===== src/rtl/cpu_pkg.sv =====
// Shared CPU-wide constants and the fetch queue entry layout.
package cpu_pkg;

  localparam logic [31:0] NOP_INSTR = 32'h0000_0000;
  localparam logic [31:0] RESET_PC  = 32'h0000_3000;
  localparam int          FQ_DEPTH  = 4;

  typedef struct packed {
    logic [31:0] pc;
    logic [31:0] instr;
  } fq_entry_t;

endpackage


===== src/rtl/fetch_queue_if.sv =====
// Fetch -> queue -> decode signal bundle; the queue itself uses the slave modport.
interface fetch_queue_if import cpu_pkg::*; #(
  parameter int DEPTH = FQ_DEPTH,
  parameter int PTR_W = $clog2(DEPTH)
);

  // Handshake: a push happens on a rising edge where in_valid && in_ready,
  // a pop where out_valid && out_ready. in_ready/out_valid never depend on
  // in_valid/out_ready; flush overrides both transfers in the same cycle.
  logic             in_valid;
  logic [31:0]      in_instr;
  logic [31:0]      in_pc;
  logic             in_ready;
  logic             out_valid;
  logic [31:0]      out_instr;
  logic [31:0]      out_pc;
  logic             out_ready;
  logic             flush;
  logic [PTR_W:0]   level;

  modport master (
    output in_valid, in_instr, in_pc, out_ready, flush,
    input  in_ready, out_valid, out_instr, out_pc, level
  );

  modport slave (
    input  in_valid, in_instr, in_pc, out_ready, flush,
    output in_ready, out_valid, out_instr, out_pc, level
  );

endinterface


===== src/rtl/fq_ptr.sv =====
// Wrapping PTR_W-bit pointer with increment enable; clear wins over increment.
module fq_ptr #(
  parameter int PTR_W = 2
) (
  input  logic             clk,
  input  logic             rst_n,
  input  logic             i_en,
  input  logic             i_clr,
  output logic [PTR_W-1:0] o_ptr
);

  logic [PTR_W-1:0] r_ptr;

  always_ff @(posedge clk or negedge rst_n) begin
    if (!rst_n) begin
      r_ptr <= '0;
    end else if (i_clr) begin
      r_ptr <= '0;
    end else if (i_en) begin
      r_ptr <= r_ptr + 1'b1;
    end
  end

  assign o_ptr = r_ptr;

endmodule


===== src/rtl/fetch_queue.sv =====
// Circular instruction buffer between fetch and decode with flush on redirect.
module fetch_queue import cpu_pkg::*; #(
  parameter int DEPTH = FQ_DEPTH,
  parameter int PTR_W = $clog2(DEPTH)
) (
  input  logic          clk,
  input  logic          reset,
  fetch_queue_if.slave  bus
);

  localparam logic [PTR_W:0] FULL_CNT = (PTR_W+1)'(DEPTH);

  fq_entry_t        r_mem [DEPTH];
  logic [PTR_W:0]   r_count;
  logic [PTR_W-1:0] w_wr_ptr;
  logic [PTR_W-1:0] w_rd_ptr;
  logic             w_in_ready;
  logic             w_out_valid;
  logic             w_push;
  logic             w_pop;
  fq_entry_t        w_head;

  // Full/empty come from count only, so pointer equality is never ambiguous.
  assign w_in_ready  = (r_count != FULL_CNT);
  assign w_out_valid = (r_count != '0);
  assign w_push      = bus.in_valid && w_in_ready;
  assign w_pop       = w_out_valid && bus.out_ready;

  fq_ptr #(.PTR_W(PTR_W)) u_wr_ptr (
    .clk   (clk),
    .rst_n (reset),
    .i_en  (w_push),
    .i_clr (bus.flush),
    .o_ptr (w_wr_ptr)
  );

  fq_ptr #(.PTR_W(PTR_W)) u_rd_ptr (
    .clk   (clk),
    .rst_n (reset),
    .i_en  (w_pop),
    .i_clr (bus.flush),
    .o_ptr (w_rd_ptr)
  );

  always_ff @(posedge clk or negedge reset) begin
    if (!reset) begin
      r_count <= '0;
    end else if (bus.flush) begin
      r_count <= '0;
    end else begin
      case ({w_push, w_pop})
        2'b10:   r_count <= r_count + 1'b1;
        2'b01:   r_count <= r_count - 1'b1;
        default: r_count <= r_count;
      endcase
    end
  end

  // Storage needs no reset: entries are only observable while count covers them.
  always_ff @(posedge clk) begin
    if (w_push && !bus.flush) begin
      r_mem[w_wr_ptr] <= '{pc: bus.in_pc, instr: bus.in_instr};
    end
  end

  assign w_head        = r_mem[w_rd_ptr];
  assign bus.in_ready  = w_in_ready;
  assign bus.out_valid = w_out_valid;
  assign bus.out_instr = w_out_valid ? w_head.instr : NOP_INSTR;
  assign bus.out_pc    = w_out_valid ? w_head.pc    : 32'h0000_0000;
  assign bus.level     = r_count;

endmodule


===== src/flat_wrapper.sv =====
// flat-port wrapper written by rule: the top's interface ports become plain ports
module fetch_queue_flat import cpu_pkg::*;
#(
  parameter int DEPTH = FQ_DEPTH,
  parameter int PTR_W = $clog2(DEPTH)
)
  (clk, reset, bus_in_valid, bus_in_instr, bus_in_pc, bus_out_ready, bus_flush, bus_in_ready, bus_out_valid, bus_out_instr, bus_out_pc, bus_level);
  fetch_queue_if #(.DEPTH(DEPTH), .PTR_W(PTR_W)) bus_i ();
  input  logic clk;
  input  logic reset;
  input wire logic [$bits(bus_i.in_valid)-1:0] bus_in_valid;
  input wire logic [$bits(bus_i.in_instr)-1:0] bus_in_instr;
  input wire logic [$bits(bus_i.in_pc)-1:0] bus_in_pc;
  input wire logic [$bits(bus_i.out_ready)-1:0] bus_out_ready;
  input wire logic [$bits(bus_i.flush)-1:0] bus_flush;
  output wire logic [$bits(bus_i.in_ready)-1:0] bus_in_ready;
  output wire logic [$bits(bus_i.out_valid)-1:0] bus_out_valid;
  output wire logic [$bits(bus_i.out_instr)-1:0] bus_out_instr;
  output wire logic [$bits(bus_i.out_pc)-1:0] bus_out_pc;
  output wire logic [$bits(bus_i.level)-1:0] bus_level;
  assign bus_i.in_valid = bus_in_valid;
  assign bus_i.in_instr = bus_in_instr;
  assign bus_i.in_pc = bus_in_pc;
  assign bus_i.out_ready = bus_out_ready;
  assign bus_i.flush = bus_flush;
  assign bus_in_ready = bus_i.in_ready;
  assign bus_out_valid = bus_i.out_valid;
  assign bus_out_instr = bus_i.out_instr;
  assign bus_out_pc = bus_i.out_pc;
  assign bus_level = bus_i.level;
  fetch_queue #(.DEPTH(DEPTH), .PTR_W(PTR_W)) u_core (.clk(clk), .reset(reset), .bus(bus_i));
endmodule

===== config.mk =====
export PLATFORM = sky130hd
export DESIGN_NAME = fetch_queue_flat
export DESIGN_NICKNAME = d
export VERILOG_FILES = /design/src/rtl/cpu_pkg.sv /design/src/rtl/fetch_queue_if.sv /design/src/rtl/fq_ptr.sv /design/src/rtl/fetch_queue.sv /design/src/flat_wrapper.sv
export SDC_FILE = /design/constraint.sdc
export NUM_CORES = 1
export LEC_CHECK = 0
export CORE_MARGIN = 2
export CORE_UTILIZATION = 49
export DETAILED_ROUTE_END_ITERATION = 8
export HOLD_SLACK_MARGIN = 0.03
export PLACE_DENSITY = 0.75
export RECOVER_POWER = 25
export REMOVE_ABC_BUFFERS = 1
export SYNTH_ARGS = -nofsm -noshare
export SYNTH_HDL_FRONTEND = slang
export SYNTH_SLANG_ARGS = --single-unit

===== constraint.sdc =====
create_clock -name clk -period 3.1 [get_ports clk]
set_clock_uncertainty 0.2 [all_clocks]
set_input_delay 0.31 -clock clk [delete_from_list [all_inputs] [get_ports clk]]
set_output_delay 0.31 -clock clk [all_outputs]
set_load 0.02 [all_outputs]

==> impl_metrics.json <==
{
  "instances_no_fill": 926,
  "fin_total_pwr_uw": 8981,
  "cp.arrival_ns": 2.53,
  "num_vias": 5037,
  "place_inst": 870,
  "dpl_cell_area_um2": 12070,
  "synth_fa_ha_area_share_pct": 0.6848,
  "seq_area_frac_synth_pct": 76.84,
  "mostFrequentLayoutCell": "edfxtp_1",
  "ys_ff_latch": 263,
  "io_buffers": 137,
  "clock-root-buffer": "clkbuf_16",
  "grt_pass1_wl_um": 30130,
  "critPathLaunchType": "flop",
  "synth_area_um2": 10230,
  "drt-initial-drc-count": 367,
  "dr.pass1.iters": 4,
  "design_area_um2": 13050,
  "syn-instance-count": 472,
  "num_rows": 52,
  "die-height_um": 148.5,
  "critPathMaxStageDelay_ns": 0.54,
  "synth_compound_area_share_pct": 1.284,
  "pre_cts_slack_ns": 0.4186,
  "synth_flop_cell": "edfxtp_1",
  "drv_slew": 0,
  "cts_buffers": 26,
  "tightestPinTransition_ns": 0.4325,
  "worstRegToRegCells": 6,
  "min_from": "bus_in_pc[18]",
  "critPathKind": "flop to output port",
  "powerDensity_nw_per_um2": 688.4,
  "synth_top_area_share_pct": 75.13,
  "hold_viol_final": 0,
  "synthArstFlopShare_pct": 2.662,
  "period_minus_slack_ns": 3.039,
  "synthSimpleGateAreaFrac_pct": 5.062,
  "run_status": "completed",
  "finalSetupViolations": 0,
  "crit_path_max_fanout": 12,
  "max_freq_mhz": 329.1,
  "max-cap-violations": 0,
  "rr_startpoint": "u_core.bus.level[2]",
  "synth.area.mux_share_pct": 14.09,
  "fin_nets": 708,
  "cp-end-kind": "output port",
  "finalCritPeriodShare_pct": 98.02,
  "clk_pin_slew_ns": 0.06,
  "grt_pass1_vias": 5312,
  "overflow": 0,
  "leakagePower_uw": 0.004332,
  "finalSetupTns_ns": 0,
  "rrSetupSlack_ns": 0.50,
  "wirelength_um": 19650,
  "wl_per_cell_um": 21.22,
  "holdPathEnd": "u_core.r_mem[0][50]",
  "setup_ws_ns": 0.06137,
  "yosysTopAreaCell": "edfxtp_1",
  "vias_per_cell": 5.440,
  "timing.rr.end": "u_core.bus.level[2]",
  "syn2layout_area_growth_pct": 27.50,
  "num-fill-cells": 1344,
  "synth_edf_count": 256,
  "drc": 0,
  "ir_drop_mv": 0.4917,
  "final_cell_mix": "256 x edfxtp_1, 87 x clkdlybuf4s50_1, 64 x mux4_2, 64 x and2_1, 38 x dlygate4sd3_1",
  "cts_tree": "built",
  "slowest_stage": "clkdlybuf4s50_1",
  "grt_max_degree": 50,
  "track_usage_pct": 17.87,
  "htree_num_levels": 1,
  "initial_utilization_pct": 50.25,
  "clk-insertion-delay-late_ns": 0.52,
  "yosys-top-cells-area": "edfxtp_1 75%, mux4_2 14%, and2_1 4.2%",
  "layout-drive-gt1-share_pct": 20.64,
  "dpl.hpwl_um": 12000,
  "max_slew_margin_pct": 70.95,
  "die_w_um": 148.5,
  "syn_avg_cell_area_um2": 21.68,
  "min_path_cells": 1,
  "ys_warn_count": 0,
  "num_io_pins": 138,
  "postRouteAntennaNets": 0,
  "cp_cell_sequence": "buf_12 > clkbuf_16 > mux4_2 > and2_1 > clkdlybuf4s50_1",
  "crit_required_ns": 2.59,
  "core_um2": 20360,
  "cts_sinks": 263,
  "place_congestion": 0.7752,
  "dieArea_um2": 22050,
  "synth_xor_xnor_area_share_pct": 0.2568,
  "ys_types": 37,
  "antenna_found_initial": 4,
  "holdCritPathClass": "input pin to flop",
  "synth_top_family_by_area": "multiplexers",
  "cts_buffer_depth": 3
}
power by group:
| group | internal (µW) | total (µW) | switching (µW) |
|---|---|---|---|
| clock network | 1830 | 3070 | 1250 |
| registers | 4030 | 4060 | 37.3 |
| logic | 943 | 1840 | 900 |
metal layers:
layer	part of all wire (%)	wire length [µm]	global-route usage, %
met5	0.14	27	0
met4	1.3	248	4.000
met3	6.8	1336	3.558
met2	50	9788	29.07
met1	42	8247	25.56
critical path, delay by kind of cell (launching register included):
family,cells,cell delay [ns]
buffers and inverters,3,0.88
multiplexers,1,0.49
flip-flops,1,0.46
AND/OR/NAND/NOR,1,0.18
cell type report:
class | count | area [µm²] | area share [%]
repair buffers | 161 | 1763 | 13.51
multi-input cells | 176 | 2197 | 16.84
well taps | 270 | 337.8 | 2.589
inverters | 6 | 22.52 | 0.1726
diodes | 2 | 5.005 | 0.03836
flip-flops and latches | 263 | 7871 | 60.33
clock inverters | 19 | 166.4 | 1.276
clock buffers | 29 | 683.2 | 5.236
Yosys cell counts (2+ instances only):
cell / instances
xor2_1: 3
ha_1: 4
buf_4: 2
inv_1: 6
dfrtp_1: 7
o21ai_0: 4
nand2_1: 3
edfxtp_1: 256
nand2b_1: 2
a21oi_1: 2
mux4_2: 64
clkbuf_2: 2
and2_1: 68
nor2_1: 5
nand3_1: 2
o22ai_1: 2
buf_2: 9
buf_6: 5
clkbuf_1: 8
cell families after synthesis:
group | count (synthesis)
xor gates and xnor gates | 3
muxes | 64
adders and majority gates | 5
AOI/OAI and AO/OA | 19
DFF | 263
and+or+nand+nor | 85
buffers and inverters | 33
repair_timing:
action / CTS / global route
endpoints found under the setup margin: 54 / 48
setup buffers: 2 / 2
resized for setup: 8 / 11
hold buffers: 1 / 0
pin swaps: 0 / 1
cloned: 0 / 1
hold endpoints to repair: 7 / 0
through the flow:
stage                     util [%]  hold WS [ns]
after global routing         64.05        0.2546
final                        64.06        0.2363
after CTS                    63.64        0.2034
after global placement       59.28        0.3671
after floorplan                  -       -0.1856
after detailed placement     59.28        0.3844
state kept, by name, summed over array words and instances, names as in the netlist:
| name | cells |
|---|---|
| u_core.bus.level | 3 |
| u_core.u_rd_ptr.o_ptr | 2 |
| u_core.r_mem | 256 |
| u_core.u_wr_ptr.o_ptr | 2 |
how the worst max path moves through the flow:
stage | start | end | slack [ns] | cells past startpoint
floorplan | u_core.u_rd_ptr.o_ptr[0] | bus_out_instr[0] | -0.88 | 2
global placement | u_core.u_rd_ptr.o_ptr[0] | bus_out_instr[17] | 0.45 | 4
detailed placement | u_core.bus.level[2] | bus_out_pc[21] | 0.42 | 4
CTS | u_core.u_rd_ptr.o_ptr[0] | bus_out_pc[15] | 0.001 | 4
global route | u_core.u_rd_ptr.o_ptr[0] | bus_out_pc[6] | -0.007 | 5
finish | u_core.u_rd_ptr.o_ptr[0] | bus_out_pc[1] | 0.06 | 5
Note: power is estimated with default switching activity, not from simulation.
